### src/rtl/ss_mac_stream_sequencer.sv
`default_nettype none
// ============================================================================
// Module      : ss_mac_stream_sequencer
// Description : Control and random-source stage for an 8-input 1-bit
//               stochastic MAC. It produces eight per-channel 8-bit LFSR
//               random numbers and a round-robin channel select. It counts
//               the stream length, pulses a clear to the MAC accumulator, and
//               captures the MAC count once the pipeline has drained.
// Revision    : 1.0 - initial release
// ============================================================================
module ss_mac_stream_sequencer #(
  parameter int LEN_W = 9
) (
  input  logic             clk,
  input  logic             rst,
  input  logic             start,
  input  logic [LEN_W-1:0] len,
  input  logic [8:0]       z_in,
  output logic             mac_clr,
  output logic             run,
  output logic [2:0]       sel,
  output logic [7:0]       randnum_0,
  output logic [7:0]       randnum_1,
  output logic [7:0]       randnum_2,
  output logic [7:0]       randnum_3,
  output logic [7:0]       randnum_4,
  output logic [7:0]       randnum_5,
  output logic [7:0]       randnum_6,
  output logic [7:0]       randnum_7,
  output logic             busy,
  output logic             done,
  output logic [8:0]       result
);

  localparam logic [2:0] C_IDLE  = 3'd0;
  localparam logic [2:0] C_CLEAR = 3'd1;
  localparam logic [2:0] C_RUN   = 3'd2;
  localparam logic [2:0] C_DRAIN = 3'd3;
  localparam logic [2:0] C_DONE  = 3'd4;

  logic [2:0]       r_state;
  logic [2:0]       w_state_nxt;
  logic [LEN_W-1:0] r_cnt;
  logic [LEN_W-1:0] r_len_q;
  logic [8:0]       r_result;
  logic             w_last;
  logic [7:0][7:0]  w_rand;

  // The last stream cycle is the one whose index equals len_q-1.
  assign w_last = (r_cnt == (r_len_q - LEN_W'(1)));

  // Next-state decode; start is only looked at in IDLE.
  always_comb begin
    w_state_nxt = r_state;
    case (r_state)
      C_IDLE:  if (start) w_state_nxt = C_CLEAR;
      C_CLEAR: w_state_nxt = (r_len_q != '0) ? C_RUN : C_DRAIN;
      C_RUN:   if (w_last) w_state_nxt = C_DRAIN;
      C_DRAIN: w_state_nxt = C_DONE;
      C_DONE:  w_state_nxt = C_IDLE;
      default: w_state_nxt = C_IDLE;
    endcase
  end

  // State register.
  always_ff @(posedge clk or posedge rst) begin
    if (rst) r_state <= C_IDLE;
    else     r_state <= w_state_nxt;
  end

  // Length latch and stream-cycle counter.
  always_ff @(posedge clk or posedge rst) begin
    if (rst) begin
      r_cnt   <= '0;
      r_len_q <= '0;
    end else if (r_state == C_IDLE && start) begin
      r_cnt   <= '0;
      r_len_q <= len;
    end else if (r_state == C_RUN && !w_last) begin
      r_cnt   <= r_cnt + LEN_W'(1);
    end
  end

  // Capture the MAC count at the end of DRAIN, when the final sum is visible.
  always_ff @(posedge clk or posedge rst) begin
    if (rst)                    r_result <= '0;
    else if (r_state == C_DRAIN) r_result <= z_in;
  end

  // One Fibonacci LFSR per channel: seeded in CLEAR, stepped in RUN.
  for (genvar k = 0; k < 8; k++) begin : g_lfsr
    localparam logic [7:0] C_SEED = 8'((37 * k + 1) % 256);
    logic [7:0] r_lfsr;

    // Seed on reset/CLEAR, advance one step per stream cycle.
    always_ff @(posedge clk or posedge rst) begin
      if (rst)                     r_lfsr <= C_SEED;
      else if (r_state == C_CLEAR) r_lfsr <= C_SEED;
      else if (r_state == C_RUN)
        r_lfsr <= {r_lfsr[6:0], r_lfsr[7] ^ r_lfsr[5] ^ r_lfsr[4] ^ r_lfsr[3]};
    end

    assign w_rand[k] = r_lfsr;
  end

  assign mac_clr   = (r_state == C_CLEAR);
  assign run       = (r_state == C_RUN);
  assign done      = (r_state == C_DONE);
  assign busy      = (r_state != C_IDLE);
  assign sel       = run ? r_cnt[2:0] : 3'd0;
  assign result    = r_result;

  assign randnum_0 = w_rand[0];
  assign randnum_1 = w_rand[1];
  assign randnum_2 = w_rand[2];
  assign randnum_3 = w_rand[3];
  assign randnum_4 = w_rand[4];
  assign randnum_5 = w_rand[5];
  assign randnum_6 = w_rand[6];
  assign randnum_7 = w_rand[7];

endmodule
`default_nettype wire
### config.mk
export PLATFORM = sky130hd
export DESIGN_NAME = ss_mac_stream_sequencer
export DESIGN_NICKNAME = d
export VERILOG_FILES = /design/src/rtl/ss_mac_stream_sequencer.sv
export SDC_FILE = /design/constraint.sdc
export NUM_CORES = 1
export LEC_CHECK = 0
export CAP_MARGIN = 15
export CORE_MARGIN = 2
export CORE_UTILIZATION = 50
export CTS_BUF_LIST = sky130_fd_sc_hd__clkbuf_16
export DETAILED_ROUTE_END_ITERATION = 7
export GPL_ROUTABILITY_DRIVEN = 0
export PLACE_DENSITY = 0.76
export SYNTH_ARGS = -nofsm -noshare
export SYNTH_HDL_FRONTEND = slang
export SYNTH_SLANG_ARGS = --single-unit
### constraint.sdc
create_clock -name clk -period 3.5 [get_ports clk]
set_clock_uncertainty 0.15 [all_clocks]
set_input_delay 0.7 -clock clk [delete_from_list [all_inputs] [get_ports clk]]
set_output_delay 0.7 -clock clk [all_outputs]
set_load 0.01 [all_outputs]
==> results of run 1 <==
placed cells by master (no fill, tap or decap), types with 3 or more instances in the layout:
master and n:
nand2_1 104, clkdlybuf4s50_1 100, dfrtp_1 66, xnor2_1 32, a22o_1 32, dfstp_2 28, nand3_1 23, nor2_1 14
nand4_1 13, o211ai_1 11, inv_1 10, clkbuf_16 9, o21ai_0 8, buf_4 8, a21oi_1 7, nor3_1 6
or4_1 5, o22a_1 5, nor4_1 4, clkinv_2 4, clkinv_1 3, or3_1 3, o21a_1 3, ha_1 3
worst max-delay path by stage:
stage | startpoint | end | slack (ps)
5_1_grt | r_state[1]$_DFFE_PP0P_ | run | 350
3_5_place_dp | r_len_q[2]$_DFFE_PP0P_ | r_cnt[3]$_DFFE_PP0P_ | 690
4_1_cts | r_state[1]$_DFFE_PP0P_ | run | 470
2_1_floorplan | rst | r_cnt[0]$_DFFE_PP0P_ | 250
6_report | r_state[1]$_DFFE_PP0P_ | run | 460
3_3_place_gp | r_len_q[2]$_DFFE_PP0P_ | r_cnt[6]$_DFFE_PP0P_ | 790
power by group through the flow:
stage,clock (W),combinational (W),sequential (W)
5_1_grt,0.00101,0.0000519,0.00109
3_3_place_gp,0,0.0000472,0.00111
2_1_floorplan,0,0.0000158,0.00111
6_report,0.000945,0.0000455,0.00109
3_5_place_dp,0,0.0000472,0.00111
4_1_cts,0.000959,0.0000475,0.00109
per-stage QoR:
step,worst slack [ps],util [%],hold WS (ps),instance area (µm²)
after global placement,790,63.6,306,5460
after detailed placement,688,63.6,316,5460
final,461,67.0,324,5750
after CTS,473,67.0,331,5750
after floorplan,248,-,330,4360
after global routing,346,67.0,344,5750
synthesized netlist by cell type (2+ instances only):
master    count
buf_2         3
o21a_1        3
ha_1          3
or3_1         3
and4_1        2
nand2b_1      2
nor3_1        6
or4_1         5
buf_1         2
a31oi_1       2
clkbuf_1     22
o211ai_1     11
dfstp_2      28
and3_1        2
nand4_1      13
nand2_1     104
xnor2_1      32
nand3b_1      2
inv_1        11
nor4_1        4
clkinv_1      2
and2_1        2
a21oi_1       7
a211oi_1      2
dfrtp_1      66
o21ai_0       8
a22o_1       32
nand3_1      23
o22a_1        5
nor2_1       15
layer usage:
metal	up-vias	GRT usage (%)	wire length (µm)
met5	-	0	0
met4	0	6.73	129
met3	13	5.61	652
met2	123	37.3	5260
met1	1804	31.0	4600
li1	1717	-	-
flip-flops by register name (all words and copies together) (netlist names):
signal     cells
randnum_2      8
randnum_1      8
r_len_q        9
randnum_3      8
randnum_6      8
randnum_0      8
randnum_7      8
result         9
r_state        3
r_cnt          9
randnum_5      8
randnum_4      8
logic make-up after synthesis:
group,count (synthesis),synth area share [%]
compound gates,81,14.4
xor+xnor,33,6.63
fa+ha+maj,3,0.862
buf+inv,42,3.79
flops,94,54.8
simple gates,186,19.5
cell type report:
type                    instances  share of cell area [%]
flip-flops and latches         94                    41.5
repair buffers                109                    18.8
clock inverters                 7                    1.13
multi-input cells             303                    31.4
clock buffers                   9                    3.91
well taps                     108                    2.35
inverters                      14                   0.935
critical path, delay by kind of cell, from the launching register on:
kind | cells | cell delay (ps)
flops | 1 | 450
simple gates | 1 | 400
buf+inv | 4 | 1010
==> flow_summary.ini, run 1 <==
[worst_setup_path]
reg2reg_to = r_cnt[3]$_DFFE_PP0P_
crit_chain = inv_1, or3_1, clkinv_1, buf_4, clkdlybuf4s50_1
cpPeakStageDelay_ps = 560
cp-end-kind = output pin
slowest_stage = clkdlybuf4s50_1
timing.rr.start = r_len_q[2]$_DFFE_PP0P_
rrSetupSlack_ps = 630
path_class = reg -> out
critPathArrivalTime_ps = 2190
crit_required_ps = 2650
cp_max_fo = 11
reg2reg_depth = 7
cp-start-kind = flip-flop

[sta]
fin_setup_tns_ps = 0
setup_viol = 0
slew_headroom_pct = 48.8
rsz0062_at_grt = false
hold_viol = 0
worst_pin_slew_ps = 767
min_period_ps = 3040
slew_viol_final = 0
clock.fmax_mhz = 329
fin_crit_sh_pct = 86.8

[pwr]
powerDensity_mw_per_mm2 = 361
p_leak_nw = 2.42
internal_power_w = 0.00166
switchingPower_w = 0.000421
ir_worst_vdd_mv = 0.193
sw_frac_of_total_pct = 20.2
pwr-share-comb_pct = 2.2
seq_power_share_pct = 52.3
finalPower_w = 0.00208
p_clk_share_pct = 45.5

[clock_network]
h-tree-depth = 3
ctsRootBufferMaster = clkbuf_16
tritoncts = yes
clkTransAtPathRegs_ps = 60
cts_post_setup_buffers_inserted = 0
clk_latency_ps = 330
clockBufferDepth = 2
postCtsResizedCells = 0
cts_buffers = 9
postCtsHoldBufs = 0
cts.sinks = 94

[finish]
nNetsFinal = 555
multi_input_area_mm2 = 0.00181
num_antenna_cells = 0
areaGrowthSynthToFinish_pct = 32.1
final-seq-area_mm2 = 0.00239
instances_no_fill = 644
drive_gt1_share_pct = 10.8
fillers = 681

[yosys]
async_flop_share_pct = 100
synthFlopType = dfrtp_1
yosys.cell_types.count = 47
synth_edf_count = 0
synth_area_leaders = dfrtp_1 38%, dfstp_2 17%, nand2_1 9.0%
synthesis.area_mm2 = 0.00436
yosysWarnings = 0
syn_area_per_cell_um2 = 9.92
ys_seq_area_share_pct = 54.8
synthCells = 439
synth_fp_nets = 463
ys_ff_latch = 94
post-synth-top-area-cell = dfrtp_1
synth_top_area_share_pct = 37.9

[min_path]
holdPathStages = 2
hold_start = result[8]$_DFFE_PP0P_
hp-class = reg -> reg
holdPathEnd = result[8]$_DFFE_PP0P_

[placed_design]
dp_cells = 628
port_buffers = 100
hpwlAfterDp_um = 7020

[drt]
num_vias = 3657
drc = 0
ant_nets = 0
drt_first_pass_iters = 4
wl_um = 10600
wl_per_cell_um = 16.5
drtIter0Drc = 177
viasPerCell = 5.68

[floorplan]
dieArea_mm2 = 0.00948
num_io_pins = 101
rows = 34
initial_core_util_pct = 50.7
fp.dieH_um = 97.3
die_w_um = 97.3
fp.coreArea_mm2 = 0.00859

[global_route]
overflow = 0
grt_usage_pct = 23.0
grt_max_degree = 65
grt_pass1_wl_um = 17900
antenna_found_initial = 0
grt_pass1_vias = 3653

[run_status]
status = finished clean

[flow_run]
drv_cap = 0
(Power assumes the default switching activity.)
==> run 2: changes to the inputs <==
- ABC_AREA: unset -> 1
- CORE_MARGIN: 2 -> 1
==> flow_summary.ini, run 2 <==
[pwr]
switchingPower_w = 0.00225
internal_power_w = 0.00349
p_clk_share_pct = 16.2
seq_power_share_pct = 35.7
powerDensity_mw_per_mm2 = 994
ir_worst_vdd_mv = 0.657
sw_frac_of_total_pct = 39.2
pwr-share-comb_pct = 48.0
p_leak_nw = 2.67

[clock_network]
h-tree-depth = 3
cts.sinks = 94
postCtsResizedCells = 0
cts_post_setup_buffers_inserted = 0
clockBufferDepth = 2
clk_latency_ps = 330
postCtsHoldBufs = 0
ctsRootBufferMaster = clkbuf_16
clkTransAtPathRegs_ps = 70
tritoncts = yes
cts_buffers = 9

[worst_setup_path]
cp_max_fo = 5
cp_common_cell = nor2_1
crit_chain = nor2_1, nand2_1, nor2_1, clkdlybuf4s50_1
cp-start-kind = flip-flop
path_class = reg -> out
critPathArrivalTime_ps = 1870
slowest_stage = clkdlybuf4s50_1
path_delay_family = buffers and inverters
cpPeakStageDelay_ps = 550
crit_required_ps = 2650
cp-end-kind = output pin
path_buf_inv = 1

[finish]
finalInstanceArea_mm2 = 0.00578
final_core_util_pct = 69.0
final_cell_mix = 103 x nand2_1, 100 x clkdlybuf4s50_1, 66 x dfrtp_1
areaGrowthSynthToFinish_pct = 31.2
layout_commonest_cell = nand2_1
nNetsFinal = 616
drive_gt1_share_pct = 12.1
num_antenna_cells = 0

[sta]
fin_crit_sh_pct = 77.6
clock.fmax_mhz = 368
rsz0062_at_grt = false
min_period_ps = 2720
fin_setup_tns_ps = 0
hold_viol = 0
slew_viol_final = 0
slew_headroom_pct = 65.7
worst_pin_slew_ps = 515
setup_viol = 0

[yosys]
ys_seq_area_share_pct = 54.2
yosys.cell_types.count = 34
synth_compound_area_share_pct = 11.1
yosysWarnings = 0
synth_top_family_by_area = simple AND/OR/NAND/NOR gates
synthFlopType = dfrtp_1
synth_fp_nets = 518
post-synth-top-area-cell = dfrtp_1
synthAdderAreaFrac_pct = 0.852
synth_xor_area_share_pct = 6.16
ys_ff_latch = 94
syn_area_per_cell_um2 = 8.92
yosys-top-cells-count = 103 x nand2_1, 66 x dfrtp_1, 62 x inv_1, 39 x o21ai_0, 30 x nand3_1
synthCells = 494
synth_edf_count = 0
async_flop_share_pct = 100
synth_top_area_share_pct = 37.5
synth_most_common_cell = nand2_1
yosys.area_share.simple_pct = 19.3
synth_area_leaders = dfrtp_1 38%, dfstp_2 17%, nand2_1 8.8%
synth_mux_area_share_pct = 0
synthesis.area_mm2 = 0.00440

[run_status]
status = finished clean

[drt]
wl_per_cell_um = 14.3
drc = 0
viasPerCell = 5.13
num_vias = 3602
drtIter0Drc = 151
drt_first_pass_iters = 4
ant_nets = 0
wl_um = 10000

[floorplan]
dieArea_mm2 = 0.00919
initial_core_util_pct = 52.5
fp.dieH_um = 95.9
rows = 33
num_io_pins = 101
die_w_um = 95.9
fp.coreArea_mm2 = 0.00838

[global_route]
grt_max_degree = 95
overflow = 0
grt_pass1_wl_um = 16200
antenna_found_initial = 0
grt_pass1_vias = 3426
grt_usage_pct = 22.9

[placed_design]
port_buffers = 100
placed_cell_area_mm2 = 0.00550
hpwlAfterDp_um = 6690

[min_path]
hp-class = reg -> reg

[flow_run]
drv_cap = 0
run 2: worst reg2reg max path: cells and delay by family, from the launching register on:
| kind | cells | cell delay (ps) |
|---|---|---|
| and+or+nand+nor | 4 | 770 |
| AOI/OAI and AO/OA | 1 | 90 |
| buffers and inverters | 2 | 810 |
| DFF | 1 | 440 |
run 2: worst paths after layout:
| kind | slack (ps) | from | depth (start not counted) | to |
|---|---|---|---|---|
| worst max-delay path | 780 | r_state[2]$_DFFE_PP0P_ | 4 | sel[0] |
| worst min-delay path | 320 | result[8]$_DFFE_PP0P_ | 2 | result[8]$_DFFE_PP0P_ |
| worst max register to register | 1160 | r_state[2]$_DFFE_PP0P_ | 7 | randnum_3[7]$_DFFE_PP0P_ |
| worst min register to register | 320 | result[8]$_DFFE_PP0P_ | 2 | result[8]$_DFFE_PP0P_ |
| max in group asynchronous | 2150 | rst | 3 | randnum_1[1]$_DFFE_PP1P_ |
| min in group asynchronous | 620 | rst | 3 | randnum_0[1]$_DFFE_PP0P_ |
run 2: cell type report:
class,instances,area [µm²]
clock buffers,9,225
clock inverters,7,57.6
fillers,677,2600
inverters,70,265
multi-input cells,310,1650
flip-flops and latches,94,2390
well taps,105,131
repair buffers,107,1070
run 2: kinds of logic after synthesis:
logic type / Yosys count
AOI/OAI and AO/OA: 90
xor gates and xnor gates: 31
buffers and inverters: 90
DFF: 94
and+or+nand+nor: 186
adders and majority gates: 3
run 2: per-stage QoR:
step	std cells	worst slack [ps]	total power [W]	hold WS, ps
after floorplan	494	248	0.00368	330
after global placement	686	1180	0.00475	303
after detailed placement	686	1130	0.00483	308
after CTS	702	762	0.00578	324
after global routing	702	650	0.00616	357
final	702	783	0.00574	321
run 2: power by group through the flow:
stage | registers (W) | logic (W) | clock network, W
6_report | 0.00205 | 0.00276 | 0.000933
5_1_grt | 0.00211 | 0.00305 | 0.000996
4_1_cts | 0.00205 | 0.00278 | 0.000949
3_5_place_dp | 0.00206 | 0.00277 | 0
3_3_place_gp | 0.00205 | 0.00270 | 0
2_1_floorplan | 0.00216 | 0.00151 | 0
run 2: per-layer routing:
layer	routed length (µm)	GRT usage (%)	part of all wire (%)
met4	118	7.46	1.2
met5	0	0	0
met1	4540	30.4	45
met3	468	4.74	4.7
met2	4910	37.6	49
